### config.mk
export PLATFORM = sky130hd
export DESIGN_NAME = gray_seq_controller_flat
export DESIGN_NICKNAME = d
export VERILOG_FILES = /design/src/rtl/gray_seq_controller_if.sv /design/src/rtl/gray_seq_controller.sv /design/src/flat_wrapper.sv
export SDC_FILE = /design/constraint.sdc
export NUM_CORES = 1
export LEC_CHECK = 0
export CAP_MARGIN = 10
export CORE_AREA = 2 2 62 64
export CTS_CLUSTER_SIZE = 20
export DETAILED_ROUTE_END_ITERATION = 10
export DIE_AREA = 0 0 64 66
export DONT_BUFFER_PORTS = 1
export SLEW_MARGIN = 5
export SYNTH_ARGS = -nofsm -noshare
export SYNTH_HDL_FRONTEND = slang
export SYNTH_SLANG_ARGS = --single-unit
### constraint.sdc
create_clock -name clk -period 2.2 [get_ports clk]
set_clock_uncertainty 0.2 [all_clocks]
set_input_delay 0.44 -clock clk [delete_from_list [all_inputs] [get_ports clk]]
set_output_delay 0.44 -clock clk [all_outputs]
set_load 0.01 [all_outputs]
### src/rtl/gray_seq_controller_if.sv
// ============================================================================
// Module      : gray_seq_controller_if
// Description : Valid/ready handshake carrying Gray codes to a consumer.
// Revision    : 1.0 - initial release
// ============================================================================
`default_nettype none

interface gray_seq_controller_if #(
    parameter int WIDTH = 3
);
    logic [WIDTH-1:0] gray_out;
    logic             gray_valid;
    logic             gray_ready;

    modport master (
        output gray_out,
        output gray_valid,
        input  gray_ready
    );

    modport slave (
        input  gray_out,
        input  gray_valid,
        output gray_ready
    );
endinterface

`default_nettype wire

### src/rtl/gray_seq_controller.sv
// ============================================================================
// Module      : gray_seq_controller
// Description : One-shot / continuous Gray code sequencer with registered
//               valid/ready output.
// Revision    : 1.0 - initial release
// ============================================================================
`default_nettype none

module gray_seq_controller #(
    parameter int WIDTH = 3,
    parameter int CNT_W = 8
) (
    input  wire logic             clk,
    input  wire logic             rst,
    input  wire logic             start,
    input  wire logic             stop,
    input  wire logic             mode,
    input  wire logic             dir,
    input  wire logic [CNT_W-1:0] num_steps,
    output logic                  busy,
    output logic                  done,
    gray_seq_controller_if.master gray_if
);

    typedef enum logic [1:0] {
        ST_IDLE = 2'd0,
        ST_RUN  = 2'd1,
        ST_DONE = 2'd2
    } state_t;

    state_t             state_q, state_d;
    logic [WIDTH-1:0]   bin_q, bin_d;
    logic [WIDTH-1:0]   gray_q, gray_d;
    logic [CNT_W-1:0]   steps_q, steps_d;
    logic               mode_q, mode_d;
    logic               dir_q, dir_d;
    logic               valid_q, valid_d;
    logic               busy_q, busy_d;
    logic               done_q, done_d;

    logic               xfer;
    logic [WIDTH-1:0]   bin_nx;
    logic               last_step;

    assign xfer      = valid_q && gray_if.gray_ready;
    assign bin_nx    = dir_q ? (bin_q - WIDTH'(1)) : (bin_q + WIDTH'(1));
    assign last_step = !mode_q && (steps_q == CNT_W'(1));

    always_comb begin
        state_d = state_q;
        bin_d   = bin_q;
        gray_d  = gray_q;
        steps_d = steps_q;
        mode_d  = mode_q;
        dir_d   = dir_q;
        valid_d = valid_q;
        busy_d  = busy_q;
        done_d  = 1'b0;

        unique case (state_q)
            ST_IDLE: begin
                if (start) begin
                    mode_d  = mode;
                    dir_d   = dir;
                    steps_d = num_steps;
                    bin_d   = '0;
                    busy_d  = 1'b1;
                    if (mode || (num_steps != '0)) begin
                        state_d = ST_RUN;
                        gray_d  = '0;
                        valid_d = 1'b1;
                    end else begin
                        state_d = ST_DONE;
                        valid_d = 1'b0;
                        done_d  = 1'b1;
                    end
                end
            end
            ST_RUN: begin
                if (xfer) begin
                    bin_d = bin_nx;
                    if (!mode_q) begin
                        steps_d = steps_q - CNT_W'(1);
                    end
                end
                if (stop || (xfer && last_step)) begin
                    // gray_out keeps the last accepted code once the run ends
                    state_d = ST_DONE;
                    valid_d = 1'b0;
                    done_d  = 1'b1;
                end else if (xfer) begin
                    gray_d = bin_nx ^ (bin_nx >> 1);
                end
            end
            ST_DONE: begin
                state_d = ST_IDLE;
                busy_d  = 1'b0;
            end
            default: begin
                state_d = ST_IDLE;
                valid_d = 1'b0;
                busy_d  = 1'b0;
            end
        endcase
    end

    always_ff @(posedge clk) begin
        if (rst) begin
            state_q <= ST_IDLE;
            bin_q   <= '0;
            gray_q  <= '0;
            steps_q <= '0;
            mode_q  <= 1'b0;
            dir_q   <= 1'b0;
            valid_q <= 1'b0;
            busy_q  <= 1'b0;
            done_q  <= 1'b0;
        end else begin
            state_q <= state_d;
            bin_q   <= bin_d;
            gray_q  <= gray_d;
            steps_q <= steps_d;
            mode_q  <= mode_d;
            dir_q   <= dir_d;
            valid_q <= valid_d;
            busy_q  <= busy_d;
            done_q  <= done_d;
        end
    end

    assign gray_if.gray_out   = gray_q;
    assign gray_if.gray_valid = valid_q;
    assign busy               = busy_q;
    assign done               = done_q;

endmodule

`default_nettype wire
### src/flat_wrapper.sv
// flat-port wrapper written by rule: the top's interface ports become plain ports
module gray_seq_controller_flat 
#(
    parameter int WIDTH = 3,
    parameter int CNT_W = 8
)
  (clk, rst, start, stop, mode, dir, num_steps, busy, done, gray_if_gray_out, gray_if_gray_valid, gray_if_gray_ready);
  gray_seq_controller_if #(.WIDTH(WIDTH)) gray_if_i ();
  input  wire logic clk;
  input  wire logic rst;
  input  wire logic start;
  input  wire logic stop;
  input  wire logic mode;
  input  wire logic dir;
  input  wire logic [CNT_W-1:0] num_steps;
  output logic busy;
  output logic done;
  output wire logic [$bits(gray_if_i.gray_out)-1:0] gray_if_gray_out;
  output wire logic [$bits(gray_if_i.gray_valid)-1:0] gray_if_gray_valid;
  input wire logic [$bits(gray_if_i.gray_ready)-1:0] gray_if_gray_ready;
  assign gray_if_gray_out = gray_if_i.gray_out;
  assign gray_if_gray_valid = gray_if_i.gray_valid;
  assign gray_if_i.gray_ready = gray_if_gray_ready;
  gray_seq_controller #(.WIDTH(WIDTH), .CNT_W(CNT_W)) u_core (.clk(clk), .rst(rst), .start(start), .stop(stop), .mode(mode), .dir(dir), .num_steps(num_steps), .busy(busy), .done(done), .gray_if(gray_if_i));
endmodule
* After elaboration in Yosys (flattened, before gate mapping)
Cells that the tools add are included.
Word-level totals: input port bits 15, output and inout bits 6, word-level logic and storage cells 67, flip-flop bits (word level) 21
Operators by class: bitwise logic cells 3, reductions and logical operators 16, $add $sub $neg 3, muxes and demuxes 27, equality and inequality tests 9
Operators by type and width (number):
- two-way mux 8 bit | 3
- two-way mux 3 bit | 7
- one-hot mux 8 bit (2 select lines) | 1
- one-hot mux 3 bit (2 select lines) | 2
- == test 8 x 1 -> 1 bit, second input constant | 1
- nonzero test 8 bit | 1
- subtractor 8 x 1 -> 8 bit, second input constant | 1
- two-way mux 1 bit | 7
- two-way mux 2 bit | 3
- != test 2 x 1 -> 1 bit, second input constant | 3
- != test 2 bit, second input constant | 3
- AND reduction 2 bit | 3
- AND reduction 3 bit | 2
- AND reduction 5 bit | 1
- one-hot mux 1 bit (2 select lines) | 2
- one-hot mux 2 bit (2 select lines) | 1
- AND reduction 4 bit | 1
- adder 3 x 1 -> 3 bit, second input constant | 1
- logical AND 1 bit | 3
- one-hot mux 1 bit (3 select lines) | 1
- subtractor 3 x 1 -> 3 bit, second input constant | 1
- XOR 3 x 2 -> 3 bit | 1
- == test 2 x 1 -> 1 bit, second input constant | 1
- == test 2 bit, second input constant | 1
- other kinds (5) | 7

* Longest topological paths before layout
depth after elaboration 6, depth in mapped cells 6, depth with buffers taken out 6

* Least setup slack after synthesis
OpenSTA, ideal clock, no wires.
path kind in2reg, start input num_steps[1], end register u_core.gray_q[1], in the netlist u_core.gray_if.gray_out[1], data arrival time 1644 ps, data required time 1879 ps, setup time 121 ps, stages 4, slack 235 ps, path through or4_4 nor4_4 a221oi_2 mux2_4
On the way: longest elaborated chain between the ends 4
RTL lines:
- from (decl) | RTL line flat_wrapper.sv:15 | input wire logic [CNT_W-1:0] num_steps;
- nonzero test 8 bit | RTL line gray_seq_controller.sv:68 | if (mode || (num_steps != '0)) begin
- logical OR 1 bit | RTL line gray_seq_controller.sv:68
- != test 2 x 1 -> 1 bit (no source line)
- AND reduction 5 bit (no source line)
- to (signal assigned) | RTL line gray_seq_controller.sv:121 | gray_q <= gray_d;
- to (decl) | RTL line gray_seq_controller.sv:33 | logic [WIDTH-1:0] gray_q, gray_d;
Every way passes these cells. A chain may end at the register's enable or synchronous reset.

* Worst setup path in the final report
start register u_core.steps_q[1], end register u_core.gray_q[1], in the netlist u_core.gray_if.gray_out[1]
On the way: longest elaborated chain between the ends 6
RTL lines:
- from (decl) | RTL line gray_seq_controller.sv:34 | logic [CNT_W-1:0] steps_q, steps_d;
- from (signal assigned) | RTL line gray_seq_controller.sv:122 | steps_q <= steps_d;
- == test 8 x 1 -> 1 bit | RTL line gray_seq_controller.sv:47 | assign last_step = !mode_q && (steps_q == CNT_W'(1));
- logical AND 1 bit | RTL line gray_seq_controller.sv:47
- logical AND 1 bit | RTL line gray_seq_controller.sv:86 | if (stop || (xfer && last_step)) begin
- logical OR 1 bit | RTL line gray_seq_controller.sv:86
- != test 2 bit (no source line)
- AND reduction 5 bit (no source line)
Every way passes these cells.

==> summary.txt <==
Worst-Margin Slew: 713 ps
Root Driver: clkbuf_4
CTS tree: built
Multi-input gate area in the final layout: 726 µm²
Post-synth EDFFs: 0
Status: finished clean
Post-synth top area share: 0.354
Area contributors post-synth: dfxtp_1 (35%), a21oi_1 (6.3%), nor2_1 (4.1%)
Synth Flop Type: dfxtp_1
Antenna cell count: 0
Layout cells sized above 1: 0.132
Async SR Flop Fraction: 0
Die Width: 64 µm
Routed Antenna Nets: 0
Overflow after GRT: 0
Core area: 3550 µm²
CTS HTree Levels: 1
Clk slew on worst S/H paths: 130 ps
Synth Area per Inst: 8.60 µm²
RePlAce Congestion: 0.785
DR DRC count: 0
Antenna violations before repair: 0
Critical path type: flop to flop
Worst slew margin: 0.523
Clock insertion delay at the later pin of the skew report: 310 ps
Post-synth top cells: dfxtp_1 (21), a21oi_1 (15), nor2_1 (13)
Flops & latches, synth: 21
Final hold violation count: 0
DIE HEIGHT: 66 µm
Final instance area: 1320 µm²
Register area share after synthesis: 0.354
Via count: 1,068
Count of different cell masters after synthesis: 42
HPWL after DPL: 2100 µm
Tmin final: 2040 ps
FILL cells: 368
Pin count of the biggest net entering global routing: 19
Fmax: 491 MHz
Nets: 164
CP required: 2220 ps
Setup TNS: 0 ps
TritonCTS buffer count: 3
Placed Instance Area: 1270 µm²
Starting Density: 0.334
Ys Warns: 0
Largest area contributor in the netlist: dfxtp_1
Average wire per standard cell: 14.7 µm
Clock sink count: 21
Mapped Area: 1190 µm²
Num ports: 21
Maxcap violations: 0
HP Class: input port to flop
CP endpoint kind: flop
GRT Overall Usage: 0.143
Number of global-route vias before repair: 1,034
Slew Limit Fails: 0
Drt total wl: 2820 µm
Layout area overhead: 11.0%
Die Area: 4220 µm²
Tcrit/Tclk final: 0.926
Cells after synthesis: 138
RSZ-0062 raised after global routing: false
Number of port buffers: 0
WP data arrival: 2050 ps
Row Count: 22
Drt first pass iters: 4
Syn_nets: 157
Setup Viol. Count Final: 0
Pwr dens: 620 nW/µm²
DR vias/cell: 5.56
First-pass GRT wire length: 4690 µm
Pleak: 0.482 nW
Worst Setup Start Kind: flop
CTS max path bufs: 2
Worst Path Max Fanout: 3
DR iter-0 viols: 69
Worst vdd ir: 0.432 mV
Most frequent cell after synthesis: dfxtp_1
Sequential Area: 420 µm²
Post-CTS setup buffers: 0
## cell type report
| type | count | area share |
|---|---|---|
| inverter | 4 | 0.0114 |
| multi-input combinational | 107 | 0.551 |
| clock buffer | 3 | 0.0171 |
| sequential | 21 | 0.319 |
| timing repair buffer | 8 | 0.0494 |
| tap | 48 | 0.0456 |
| clock inverter | 1 | 0.00570 |
## metal layers
layer | wire, µm | part of all wire | global-route usage | vias to the layer above
li1 | - | - | - | 524
met1 | 1290 | 0.46 | 0.180 | 516
met2 | 1340 | 0.48 | 0.234 | 26
met3 | 168 | 0.060 | 0.0477 | 2
met4 | 21 | 0.0074 | 0.0326 | 0
met5 | 0 | 0 | 0 | -
## where the power goes
part / total, W / switching (W) / internal (W)
logic: 0.000187 / 0.000104 / 0.0000832
clock network: 0.000192 / 0.000123 / 0.0000693
registers: 0.000436 / 0.0000307 / 0.000406
total: 0.000816 / 0.000258 / 0.000558
## stage by stage
step	total power, W	hold WS [ps]	util	instances	worst slack [ps]
finish	0.000816	45.4	0.371	192	163
global route	0.000875	1.97	0.371	192	93.1
CTS	0.000831	14.7	0.368	191	182
detailed placement	0.000624	267	0.357	186	136
global placement	0.000619	261	0.357	186	162
floorplan	0.000577	257	-	138	235
## what timing repair did
action,in CTS,in global routing
hold endpoints to repair,18,1
resized for setup,0,0
hold buffers,1,1
## critical path, cell delays in order, from the launching register on
cell and delay [ps]:
dfxtp_1 370, inv_1 80, ha_1 180, nor4b_1 150
a31o_2 270, a221oi_2 360, mux2_4 330
## registers in the layout (all words and copies together), names as in the netlist
register and flops:
u_core.steps_q 8, u_core.bin_q 3, u_core.gray_if.gray_out 3, u_core.state_q 2
u_core.busy 1, u_core.dir_q 1, u_core.done 1, u_core.gray_if.gray_valid 1
u_core.mode_q 1
## layout by cell type, fill, tap and decap left out, types with 2 or more instances in the layout
master	n
o21ai_0	7
nor3b_1	2
nand2b_1	7
nand2_1	7
inv_1	4
a31oi_1	2
ha_1	3
dfxtp_1	21
dlygate4sd3_1	2
nor3_1	5
a211oi_1	5
a31o_2	4
a21oi_1	15
a21o_1	3
buf_4	6
clkbuf_4	3
nor2b_1	2
nand3_1	6
nor2_1	13
mux2i_1	3
## kinds of logic (layout without fill, tap and decap cells)
family / count (synthesis) / count (layout) / share of synthesized area
AOI/OAI and AO/OA: 44 / 44 / 0.244
xor gates and xnor gates: 2 / 2 / 0.0264
adders and majority gates: 4 / 4 / 0.0485
buffers and inverters: 10 / 16 / 0.0337
DFF: 21 / 21 / 0.354
muxes: 4 / 4 / 0.0380
and+or+nand+nor: 53 / 53 / 0.255
## worst paths after layout
path                                       start                                 endpoint  slack (ps)  cells past startpoint
setup / recovery  u_core.steps_q[1]$_SDFFE_PP0P_  u_core.gray_if.gray_out[1]$_SDFFE_PP0P_         160                      6
hold reg to reg       u_core.mode_q$_SDFFE_PP0P_               u_core.mode_q$_SDFFE_PP0P_         290                      2
setup reg to reg  u_core.steps_q[1]$_SDFFE_PP0P_  u_core.gray_if.gray_out[1]$_SDFFE_PP0P_         160                      6
hold / removal                               dir                u_core.dir_q$_SDFFE_PP0P_          50                      2
(Power assumes the default switching activity.)
